### src/rtl/tpu_conv_engine.sv
`default_nettype none
// ============================================================================
// Module      : tpu_conv_engine
// Description : Streaming 1-D sliding-window convolution engine with a
//               byte-wide kernel load path, serial MAC and a ready/done output.
// Revision    : 1.0 - initial release
// ============================================================================

module tpu_conv_engine #(
    parameter int DATA_W = 8,
    parameter int TAPS   = 9,
    parameter int SHIFT  = 0
) (
    input  logic              clock,
    input  logic              reset_n,
    input  logic              insert_kernel,
    input  logic              write,
    input  logic              write_mode,
    input  logic [DATA_W-1:0] data_in,
    input  logic              ready,
    output logic              in_ready,
    output logic              done,
    output logic [DATA_W-1:0] data_out
);

    localparam int ACC_W  = 2*DATA_W + $clog2(TAPS);
    localparam int IDX_W  = $clog2(TAPS);
    localparam int CNT_W  = $clog2(TAPS+1);
    localparam int PROD_W = 2*DATA_W;

    localparam logic [IDX_W-1:0] LAST_IDX  = IDX_W'(TAPS-1);
    localparam logic [CNT_W-1:0] FULL_CNT  = CNT_W'(TAPS);
    localparam logic [CNT_W-1:0] NEAR_FULL = CNT_W'(TAPS-1);

    typedef enum logic [1:0] {
        IDLE = 2'd0,
        MAC  = 2'd1,
        OUT  = 2'd2
    } state_t;

    state_t              state_q, state_d;
    logic [DATA_W-1:0]   kernel_q [TAPS];
    logic [DATA_W-1:0]   kernel_d [TAPS];
    logic [DATA_W-1:0]   window_q [TAPS];
    logic [DATA_W-1:0]   window_d [TAPS];
    logic [IDX_W-1:0]    kidx_q, kidx_d;
    logic [IDX_W-1:0]    tap_q, tap_d;
    logic [CNT_W-1:0]    fill_q, fill_d;
    logic [ACC_W-1:0]    acc_q, acc_d;
    logic                mode_q, mode_d;
    logic                done_q, done_d;
    logic [DATA_W-1:0]   dout_q, dout_d;

    logic [DATA_W-1:0]        mac_k, mac_x;
    logic signed [PROD_W-1:0] prod_s;
    logic [PROD_W-1:0]        prod_u;
    logic [ACC_W-1:0]         prod_ext;
    logic [ACC_W-1:0]         acc_sum;
    logic signed [ACC_W-1:0]  sh_s;
    logic [ACC_W-1:0]         sh_u;
    logic [DATA_W-1:0]        sat;

    assign done     = done_q;
    assign data_out = dout_q;

    // Single shared multiplier; signed and unsigned products are kept separate
    // so that the unsigned accumulator can use its full ACC_W range.
    assign mac_k    = kernel_q[tap_q];
    assign mac_x    = window_q[tap_q];
    assign prod_s   = $signed(mac_k) * $signed(mac_x);
    assign prod_u   = mac_k * mac_x;
    assign prod_ext = mode_q ? {{(ACC_W-PROD_W){prod_s[PROD_W-1]}}, prod_s}
                             : {{(ACC_W-PROD_W){1'b0}}, prod_u};
    assign acc_sum  = acc_q + prod_ext;
    assign sh_s     = $signed(acc_sum) >>> SHIFT;
    assign sh_u     = acc_sum >> SHIFT;

    always_comb begin
        sat = '0;
        if (mode_q) begin
            if (sh_s[ACC_W-1:DATA_W-1] == {(ACC_W-DATA_W+1){sh_s[ACC_W-1]}}) begin
                sat = sh_s[DATA_W-1:0];
            end else if (sh_s[ACC_W-1]) begin
                sat = {1'b1, {(DATA_W-1){1'b0}}};
            end else begin
                sat = {1'b0, {(DATA_W-1){1'b1}}};
            end
        end else begin
            if (sh_u[ACC_W-1:DATA_W] == '0) begin
                sat = sh_u[DATA_W-1:0];
            end else begin
                sat = '1;
            end
        end
    end

    always_comb begin
        state_d  = state_q;
        kernel_d = kernel_q;
        window_d = window_q;
        kidx_d   = kidx_q;
        tap_d    = tap_q;
        fill_d   = fill_q;
        acc_d    = acc_q;
        mode_d   = mode_q;
        done_d   = done_q;
        dout_d   = dout_q;
        in_ready = 1'b0;

        case (state_q)
            IDLE: begin
                in_ready = 1'b1;
                if (write) begin
                    if (insert_kernel) begin
                        kernel_d[kidx_q] = data_in;
                        kidx_d = (kidx_q == LAST_IDX) ? '0 : kidx_q + 1'b1;
                        // Starting a kernel load flushes the window so stale samples
                        // never meet new coefficients.
                        if (kidx_q == '0) begin
                            mode_d = write_mode;
                            fill_d = '0;
                        end
                    end else begin
                        for (int i = 0; i < TAPS-1; i++) begin
                            window_d[i] = window_q[i+1];
                        end
                        window_d[TAPS-1] = data_in;
                        if (fill_q != FULL_CNT) begin
                            fill_d = fill_q + 1'b1;
                        end
                        if (fill_q >= NEAR_FULL) begin
                            state_d = MAC;
                            tap_d   = '0;
                            acc_d   = '0;
                        end
                    end
                end
            end
            MAC: begin
                acc_d = acc_sum;
                if (tap_q == LAST_IDX) begin
                    state_d = OUT;
                    done_d  = 1'b1;
                    dout_d  = sat;
                end else begin
                    tap_d = tap_q + 1'b1;
                end
            end
            OUT: begin
                if (ready) begin
                    done_d  = 1'b0;
                    state_d = IDLE;
                end
            end
            default: begin
                state_d = IDLE;
            end
        endcase
    end

    always_ff @(posedge clock or negedge reset_n) begin
        if (!reset_n) begin
            state_q <= IDLE;
            for (int i = 0; i < TAPS; i++) begin
                kernel_q[i] <= '0;
                window_q[i] <= '0;
            end
            kidx_q  <= '0;
            tap_q   <= '0;
            fill_q  <= '0;
            acc_q   <= '0;
            mode_q  <= 1'b0;
            done_q  <= 1'b0;
            dout_q  <= '0;
        end else begin
            state_q  <= state_d;
            kernel_q <= kernel_d;
            window_q <= window_d;
            kidx_q   <= kidx_d;
            tap_q    <= tap_d;
            fill_q   <= fill_d;
            acc_q    <= acc_d;
            mode_q   <= mode_d;
            done_q   <= done_d;
            dout_q   <= dout_d;
        end
    end

endmodule

`default_nettype wire
### config.mk
export PLATFORM = sky130hd
export DESIGN_NAME = tpu_conv_engine
export DESIGN_NICKNAME = d
export VERILOG_FILES = /design/src/rtl/tpu_conv_engine.sv
export SDC_FILE = /design/constraint.sdc
export NUM_CORES = 1
export LEC_CHECK = 0
export ABC_AREA = 0
export BUFFER_PORTS_ARGS = -buffer_cell sky130_fd_sc_hd__buf_2
export CORE_ASPECT_RATIO = 1.75
export CORE_MARGIN = 4
export CORE_UTILIZATION = 40
export DETAILED_ROUTE_END_ITERATION = 10
export REMOVE_ABC_BUFFERS = 1
export SYNTH_ARGS = -nofsm -noshare
export SYNTH_HDL_FRONTEND = slang
export SYNTH_SLANG_ARGS = --single-unit
### constraint.sdc
create_clock -name clock -period 12.56 [get_ports clock]
set_clock_uncertainty 0.05 [all_clocks]
set_input_delay 1.256 -clock clock [delete_from_list [all_inputs] [get_ports clock]]
set_output_delay 1.256 -clock clock [all_outputs]
set_load 0.005 [all_outputs]
==> flow_summary.toml, run 1 <==
[status]
status = "completed"

[placed_design]
dp_hpwl_um = 23000
place.gp.congestion = 0.861
io_buffers = 23

[worst_setup_path]
arrival_ns = 11.00
cp-start-kind = "flip-flop"
critPathBufInv = 4
worstSetupPathType = "flip-flop to flip-flop"
cpPeakStageDelay_ns = 0.99
startpoint = "tap_q[0]"
r2r-end = "data_out[0]"
crit_end = "data_out[0]"
reg2reg_slack_ns = 1.86
slowest_stage = "a21oi_1"
r2r_start = "tap_q[0]"
worstPathRequired_ns = 12.86
rr_worst_depth = 32
path_delay_family = "adder cells"
worstSetupPathDepth = 32
cp_max_fo = 28
worstSetupEndpointType = "flip-flop"

[route]
drtPass1Iterations = 4
vias = 8842
drcViolationCount = 0
drt.antenna.violating_nets = 0
drt-initial-drc-count = 389
via_per_inst = 5.22
wl_per_cell_um = 17.2
routed_wl_um = 29200

[global_route]
grt_pass1_wl_um = 49700
grt_pass1_vias = 9724
grt_remaining_overflow = 0
antenna_found_initial = 0
grt_usage = 0.167
grt_max_degree = 78

[logic_synthesis]
synth_cell_types = 61
ys_seq_elements = 188
synthArstFlopShare = 1.00
synth_top_area_frac = 0.348
syn_inst = 1228
yosys-top-cells-area = "dfrtp_1, fa_1, mux2_2"
synth_edf_count = 0
yosysSeqAreaShare = 0.348
synth_area_per_cell_um2 = 11.0
ys.flop_type = "dfrtp_1"
yosysWarnings = 0
syn_area_mm2 = 0.0135
yosysTopAreaCell = "dfrtp_1"

[clock_tree]
cts_tree = "built"
cts.htree.levels = 4
post_cts_buffers = 0
clk_pin_slew_ns = 0.08
cts-resized-gates = 0
numCtsBuffers = 17
hold_buffers = 0
cts_sinks = 188
clk_latency_ns = 0.45
cts-root-buf = "clkbuf_16"
clockBufferDepth = 2

[sta]
finalCritPeriodShare = 0.852
setup_viol = 0
worst_pin_slew_ns = 1.30
maxSlewHeadroom = 0.131
timing.fmax_mhz = 93.5
tns_ns = 0
maxSlewViolCount = 0
period_needed_ns = 10.70
hold_viol_final = 0
rsz0062_at_grt = "no"

[floorplan]
dieArea_mm2 = 0.0369
ioPinCount = 24
die_w_um = 147
die_h_um = 251
core_mm2 = 0.0331
start_util = 0.408
row_count = 88

[layout]
areaGrowthSynthToFinish_pct = 8.49
layout_commonest_cell = "dfrtp_1"
nets = 1417
final_cell_mix = "dfrtp_1, inv_1, mux2_2"
antennaDiodeCount = 0
drive_gt1_frac = 0.212

[min_path]
min_path_cells = 2
hp-class = "flip-flop to flip-flop"

[job]
maxCapViolations = 0
## metrics by stage
step	hold WS (ns)	area (um2)	utilization	instances	worst slack (ns)
after floorplan	0.406	13300	-	1176	2.61
after global placement	0.424	14100	0.426	1661	2.00
after detailed placement	0.425	14100	0.426	1661	1.86
after CTS	0.442	14700	0.443	1693	1.84
after global routing	0.458	14700	0.443	1693	0.995
final	0.434	14700	0.443	1693	1.86
## cell families (layout without fill, tap and decap cells)
logic type,Yosys count,in the layout,synth area share
compound gates,172,172,0.0805
xor+xnor,49,49,0.0317
fa+ha+maj,173,173,0.208
buf+inv,203,218,0.0567
flops,188,188,0.348
mux,200,200,0.192
simple gates,243,243,0.0836
## routing by layer
metal / global-route usage / vias to the layer above / share of wire
met1: 0.177 / 4500 / 0.38
li1: - / 4176 / -
met5: 0 / - / 0
met4: 0.0786 / 0 / 0.044
met2: 0.322 / 104 / 0.56
met3: 0.0224 / 62 / 0.016
## sequential cells by signal (all words and copies together), names as in the netlist
name,cells
acc_q,20
data_out,8
done,1
fill_q,4
kernel_q,72
kidx_q,4
mode_q,1
state_q,2
tap_q,4
window_q,72
## cell usage after synthesis, drive strengths merged (9+ instances only)
master and n:
nor2 95, mux2i 20, nand2 70, mux2 148, nand2b 12, o21ai 53, xor2 25, ha 87
inv 151, a21oi 48, fa 86, clkbuf 30, mux4 32, dfrtp 188, or2 9, xnor2 24
a22o 14, nand3 12, buf 22
## how the worst min path moves through the flow
stage	startpoint	to	slack (ns)
final	data_out[7]	data_out[7]	0.43
after global routing	data_out[7]	data_out[7]	0.46
after CTS	data_out[7]	data_out[7]	0.44
after detailed placement	data_out[7]	data_out[7]	0.43
after global placement	acc_q[0]	acc_q[0]	0.42
after floorplan	acc_q[0]	acc_q[0]	0.41
## area by class of cell
class | count | area, um2
well taps | 450 | 563
clock buffers | 18 | 429
multi-input cells | 837 | 8060
inverters | 151 | 567
repair buffers | 35 | 214
flip-flops and latches | 188 | 4710
fillers | 3148 | 18500
clock inverters | 14 | 133
## worst register-to-register path: cells and delay by family, from the launching register on
family,cells,cell delay [ns]
adders and majority gates,7,3.06
AOI/OAI and AO/OA,8,2.89
and+or+nand+nor,9,1.64
muxes,3,1.21
DFF,1,0.96
buffers and inverters,4,0.50
xor gates and xnor gates,1,0.31
Power of run 1 is not shown: default switching activity piles up to over one toggle a cycle in this logic, so the estimate is an artifact.
==> inputs of run 2 (changes only) <==
--- a/config.mk
+++ b/config.mk
@@ -6,7 +6,7 @@
 export NUM_CORES = 1
 export LEC_CHECK = 0
 export ABC_AREA = 0
-export BUFFER_PORTS_ARGS = -buffer_cell sky130_fd_sc_hd__buf_2
+export BUFFER_PORTS_ARGS = -buffer_cell sky130_fd_sc_hd__buf_4
 export CORE_ASPECT_RATIO = 1.75
 export CORE_MARGIN = 4
 export CORE_UTILIZATION = 40
==> run 2 against run 1 <==
Against the previous run: register-to-register slack better by 0.21 ns; fmax grew 2.0%; clock-buffer cell count up 2; die area unchanged; setup slack gained 0.21 ns; highest routed layer unchanged; global-route usage is 0.20 points lower; wire length decreased by 1.1%; critical path depth rose by 3; non-clock buffer count unchanged; first-iteration DRC count fell by 14%; worst hold slack improved by 0.013 ns.
==> flow_summary.toml, run 2 (synthesis gave the netlist of run 1 again) <==
[clock_tree]
cts-resized-gates = 0
clk_latency_ns = 0.46
cts.htree.levels = 4
hold_buffers = 0
clk_pin_slew_ns = 0.07
clockBufferDepth = 2
post_cts_buffers = 0
cts_sinks = 188
cts-root-buf = "clkbuf_16"
cts_tree = "built"
numCtsBuffers = 17

[layout]
fin_util = 0.447
antennaDiodeCount = 0
drive_gt1_frac = 0.212
areaGrowthSynthToFinish_pct = 9.61
top_regs = "kernel_q: 72 flops, window_q: 72 flops, acc_q: 20 flops"
layout_commonest_cell = "dfrtp_1"
seq_area_mm2 = 0.00471
nets = 1417
nFillCells = 3132
layout.cells.non_filler = 1693
multi_input_area_mm2 = 0.00806
final_cell_mix = "dfrtp_1, inv_1, mux2_2"

[min_path]
hp-class = "flip-flop to flip-flop"
min_path_cells = 2

[global_route]
grt_pass1_wl_um = 48700
antenna_found_initial = 0
grt_pass1_vias = 9647
grt_usage = 0.165
grt_max_degree = 122
grt_remaining_overflow = 0

[route]
wl_per_cell_um = 17.0
drt.antenna.violating_nets = 0
via_per_inst = 5.21
routed_wl_um = 28800
drt-initial-drc-count = 336
drcViolationCount = 0
drtPass1Iterations = 4
vias = 8813

[floorplan]
row_count = 88
die_h_um = 251
ioPinCount = 24
dieArea_mm2 = 0.0369
start_util = 0.408
core_mm2 = 0.0331
die_w_um = 147

[placed_design]
io_buffers = 23
place.gp.congestion = 0.833
dp.cells = 1661
dp_hpwl_um = 22500

[worst_setup_path]
cp_max_fo = 21
rr_worst_depth = 35
cpPeakStageDelay_ns = 1.03
worstSetupEndpointType = "flip-flop"
cp-start-kind = "flip-flop"
worstSetupPathType = "flip-flop to flip-flop"
slowest_stage = "a21oi_1"
arrival_ns = 10.81
worstPathRequired_ns = 12.88
reg2reg_slack_ns = 2.07

[sta]
finalCritPeriodShare = 0.835
worst_pin_slew_ns = 1.35
timing.fmax_mhz = 95.3
hold_viol_final = 0
setup_viol = 0
tns_ns = 0
rsz0062_at_grt = "no"
maxSlewViolCount = 0
maxSlewHeadroom = 0.0969
holdWs_ns = 0.447
period_needed_ns = 10.49

[status]
status = "completed"

[job]
maxCapViolations = 0
run 2: cell types whose count changed in the layout (fill, tap and decap cells not counted), moves of 3 or more:
cell        previous run  this run
clkinv_2               3         0
clkinvlp_4             4         1
buf_2                 22         0
buf_4                 12        34
bufinv_16              1         4
run 2: routing by layer:
metal	part of all wire	vias to the layer above	global-route usage	wire (um)
met4	0.041	0	0.0813	1190
met5	0	-	0	0
met1	0.37	4464	0.171	10700
met2	0.57	108	0.321	16400
li1	-	4183	-	-
met3	0.019	58	0.0211	540
run 2: per-stage QoR:
step / instance area [um2] / worst slack [ns]
after floorplan: 13300 / 2.61
after global placement: 14200 / 2.12
after detailed placement: 14200 / 1.94
after CTS: 14800 / 1.91
after global routing: 14800 / 1.27
final: 14800 / 2.07
run 2: area by class of cell:
cell class | instances | area share
Multi-Input combinational cell | 837 | 0.544
Clock buffer | 20 | 0.0308
Tap cell | 450 | 0.0380
Inverter | 151 | 0.0382
Clock inverter | 12 | 0.0136
Sequential cell | 188 | 0.318
Timing Repair Buffer | 35 | 0.0182
run 2: critical path: cells and delay by family (launching register included):
kind	cells	cell delay, ns
AO/OA/AOI/OAI	12	3.60
adder cells (fa/ha/maj)	7	3.20
AND/OR/NAND/NOR	8	1.16
flip-flops	1	0.76
multiplexers	2	0.73
buffers and inverters	4	0.48
XOR/XNOR	2	0.40
run 2: path summary, 6_finish.rpt:
path,startpoint,to
hold / removal,acc_q[18],acc_q[18]
hold reg to reg,acc_q[18],acc_q[18]
setup / recovery,tap_q[0],data_out[1]
max in group asynchronous,reset_n,window_q[54]
min in group asynchronous,reset_n,kidx_q[2]
setup reg to reg,tap_q[0],data_out[1]
Power of run 2 is left out for the same reason.
==> inputs of run 3 (changes only) <==
--- a/config.mk
+++ b/config.mk
@@ -5,7 +5,7 @@
 export SDC_FILE = /design/constraint.sdc
 export NUM_CORES = 1
 export LEC_CHECK = 0
-export ABC_AREA = 0
+export ABC_AREA = 1
 export BUFFER_PORTS_ARGS = -buffer_cell sky130_fd_sc_hd__buf_4
 export CORE_ASPECT_RATIO = 1.75
 export CORE_MARGIN = 4
==> constraint.sdc (replaced) <==
create_clock -name clock -period 10.9 [get_ports clock]
set_clock_uncertainty 0.05 [all_clocks]
set_input_delay 1.09 -clock clock [delete_from_list [all_inputs] [get_ports clock]]
set_output_delay 1.09 -clock clock [all_outputs]
set_load 0.005 [all_outputs]
==> run 3 against run 2 <==
Against the previous run: core utilization shrank 0.44 points; setup slack worse by 0.56 ns; sequential share of layout area is 1.1 points lower; fmax increased by 12%; global-route usage up 3.1 points; register-to-register slack lost 0.56 ns; non-clock buffer count stayed put; synthesized cell count rose by 49%; critical path depth up 5; critical path type unchanged.
==> flow_summary.toml, run 3 <==
[status]
status = "completed"

[sta]
timing.fmax_mhz = 106
worst_pin_slew_ns = 1.16
tns_ns = 0
setup_viol = 0
finalCritPeriodShare = 0.862
maxSlewViolCount = 0
rsz0062_at_grt = "no"
maxSlewHeadroom = 0.227
hold_viol_final = 0
period_needed_ns = 9.39

[logic_synthesis]
synth_area_per_cell_um2 = 7.71
yosysWarnings = 0
synth_cell_types = 46
synth_top_area_frac = 0.333
synthArstFlopShare = 1.00
yosys-top-cells-count = "nand2_1, inv_1, o21ai_0, dfrtp_1, ha_1"
ys.flop_type = "dfrtp_1"
syn_inst = 1831
yosysTopAreaCell = "dfrtp_1"
syn_area_mm2 = 0.0141
synth_edf_count = 0
synth_most_common_cell = "nand2_1"
ys_seq_elements = 188
yosys-top-cells-area = "dfrtp_1, fa_1, nand2_1"
yosysSeqAreaShare = 0.333

[layout]
layout_commonest_cell = "nand2_1"
top_regs = "kernel_q: 72 flops, window_q: 72 flops, acc_q: 20 flops"
nets = 2012
nFillCells = 3538
drive_gt1_frac = 0.0707
final_cell_mix = "nand2_1, inv_1, o21ai_0"
areaGrowthSynthToFinish_pct = 8.80
antennaDiodeCount = 0

[clock_tree]
cts-resized-gates = 0
cts-root-buf = "clkbuf_16"
clockBufferDepth = 2
clk_pin_slew_ns = 0.08
cts.htree.levels = 4
cts_tree = "built"
cts_sinks = 188
post_cts_buffers = 0
clk_latency_ns = 0.46
hold_buffers = 0
numCtsBuffers = 17

[placed_design]
place.gp.congestion = 0.934
io_buffers = 23
dp_hpwl_um = 27400

[worst_setup_path]
crit_top_cell = "nor2_1"
cp-start-kind = "flip-flop"
slowest_stage = "o21ai_2"
worstSetupPathType = "flip-flop to flip-flop"
startpoint = "tap_q[2]"
cpPeakStageDelay_ns = 0.66
worstSetupEndpointType = "flip-flop"
arrival_ns = 9.69
cp_max_fo = 16
r2r_start = "tap_q[2]"
worstPathRequired_ns = 11.20

[global_route]
grt_pass1_vias = 11900
use_met3 = 0.0246
grt_usage = 0.196
antenna_found_initial = 0
use_met1 = 0.223
grt_max_degree = 120
grt_remaining_overflow = 0
grt_pass1_wl_um = 60300
grt_busiest_layer = "met2"
use_met2 = 0.358

[route]
wl_per_cell_um = 15.9
drt-initial-drc-count = 691
vias = 11800
drt.antenna.violating_nets = 0
via_per_inst = 5.12
drcViolationCount = 0
drtPass1Iterations = 5
routed_wl_um = 36600

[floorplan]
die_w_um = 150
ioPinCount = 24
dieArea_mm2 = 0.0385
start_util = 0.407
core_mm2 = 0.0347
row_count = 90
die_h_um = 256

[min_path]
min-delay-start = "kernel_q[62]"
hp-class = "flip-flop to flip-flop"

[job]
maxCapViolations = 0
run 3: cell count changes after synthesis, sizes merged, moves of 20 or more:
| cell | before | now |
|---|---|---|
| nand2 | 70 | 465 |
| o21ai | 53 | 258 |
| inv | 151 | 322 |
| mux2 | 148 | 0 |
| nand3 | 12 | 92 |
| a21oi | 48 | 86 |
| mux4 | 32 | 0 |
| clkbuf | 30 | 50 |
| mux2i | 20 | 0 |
run 3: path summary, 6_finish.rpt:
check	end	slack, ns	depth (start not counted)
worst max register to register	data_out[3]	1.51	40
worst max-delay path	data_out[3]	1.51	40
worst min register to register	kernel_q[62]	0.43	2
worst min-delay path	kernel_q[62]	0.43	2
min in group asynchronous	data_out[3]	0.72	1
max in group asynchronous	window_q[28]	8.50	2
run 3: logic make-up (layout without fill, tap and decap cells):
logic type	Yosys count	after routing	synth area share
AOI/OAI and AO/OA	393	393	0.152
xor gates and xnor gates	14	14	0.00922
adders and majority gates	173	173	0.199
buffers and inverters	386	393	0.104
DFF	188	188	0.333
and+or+nand+nor	677	677	0.203
run 3: area by class of cell:
cell class / count / area (um2) / area share
clock inverters: 15 / 201 / 0.0131
clock buffers: 17 / 425 / 0.0277
well taps: 460 / 576 / 0.0375
multi-input cells: 1257 / 7950 / 0.518
repair buffers: 35 / 269 / 0.0175
inverters: 326 / 1220 / 0.0798
flip-flops and latches: 188 / 4710 / 0.306
run 3: metal layers:
metal / share of wire / routed length (um)
met5: 0 / 0
met4: 0.043 / 1560
met3: 0.029 / 1060
met2: 0.54 / 19800
met1: 0.39 / 14200
run 3: per-stage QoR:
stage | setup WS (ns) | cells | cell area (um2) | hold slack, ns | util
after detailed placement | 1.54 | 2266 | 14700 | 0.418 | 0.425
after global placement | 1.64 | 2266 | 14700 | 0.411 | 0.425
after floorplan | 1.73 | 1771 | 13900 | 0.398 | -
after global routing | 0.860 | 2298 | 15400 | 0.456 | 0.443
final | 1.51 | 2298 | 15400 | 0.434 | 0.443
after CTS | 1.51 | 2298 | 15400 | 0.437 | 0.443
run 3: worst max-delay path, delay by kind of cell, from the launching register on:
family                     cells  cell delay [ns]
DFF                            1             0.54
AOI/OAI and AO/OA              9             1.97
xor gates and xnor gates       1             0.23
buffers and inverters          6             0.69
adders and majority gates      7             3.14
and+or+nand+nor               17             2.67
Power of run 3 is left out for the same reason.
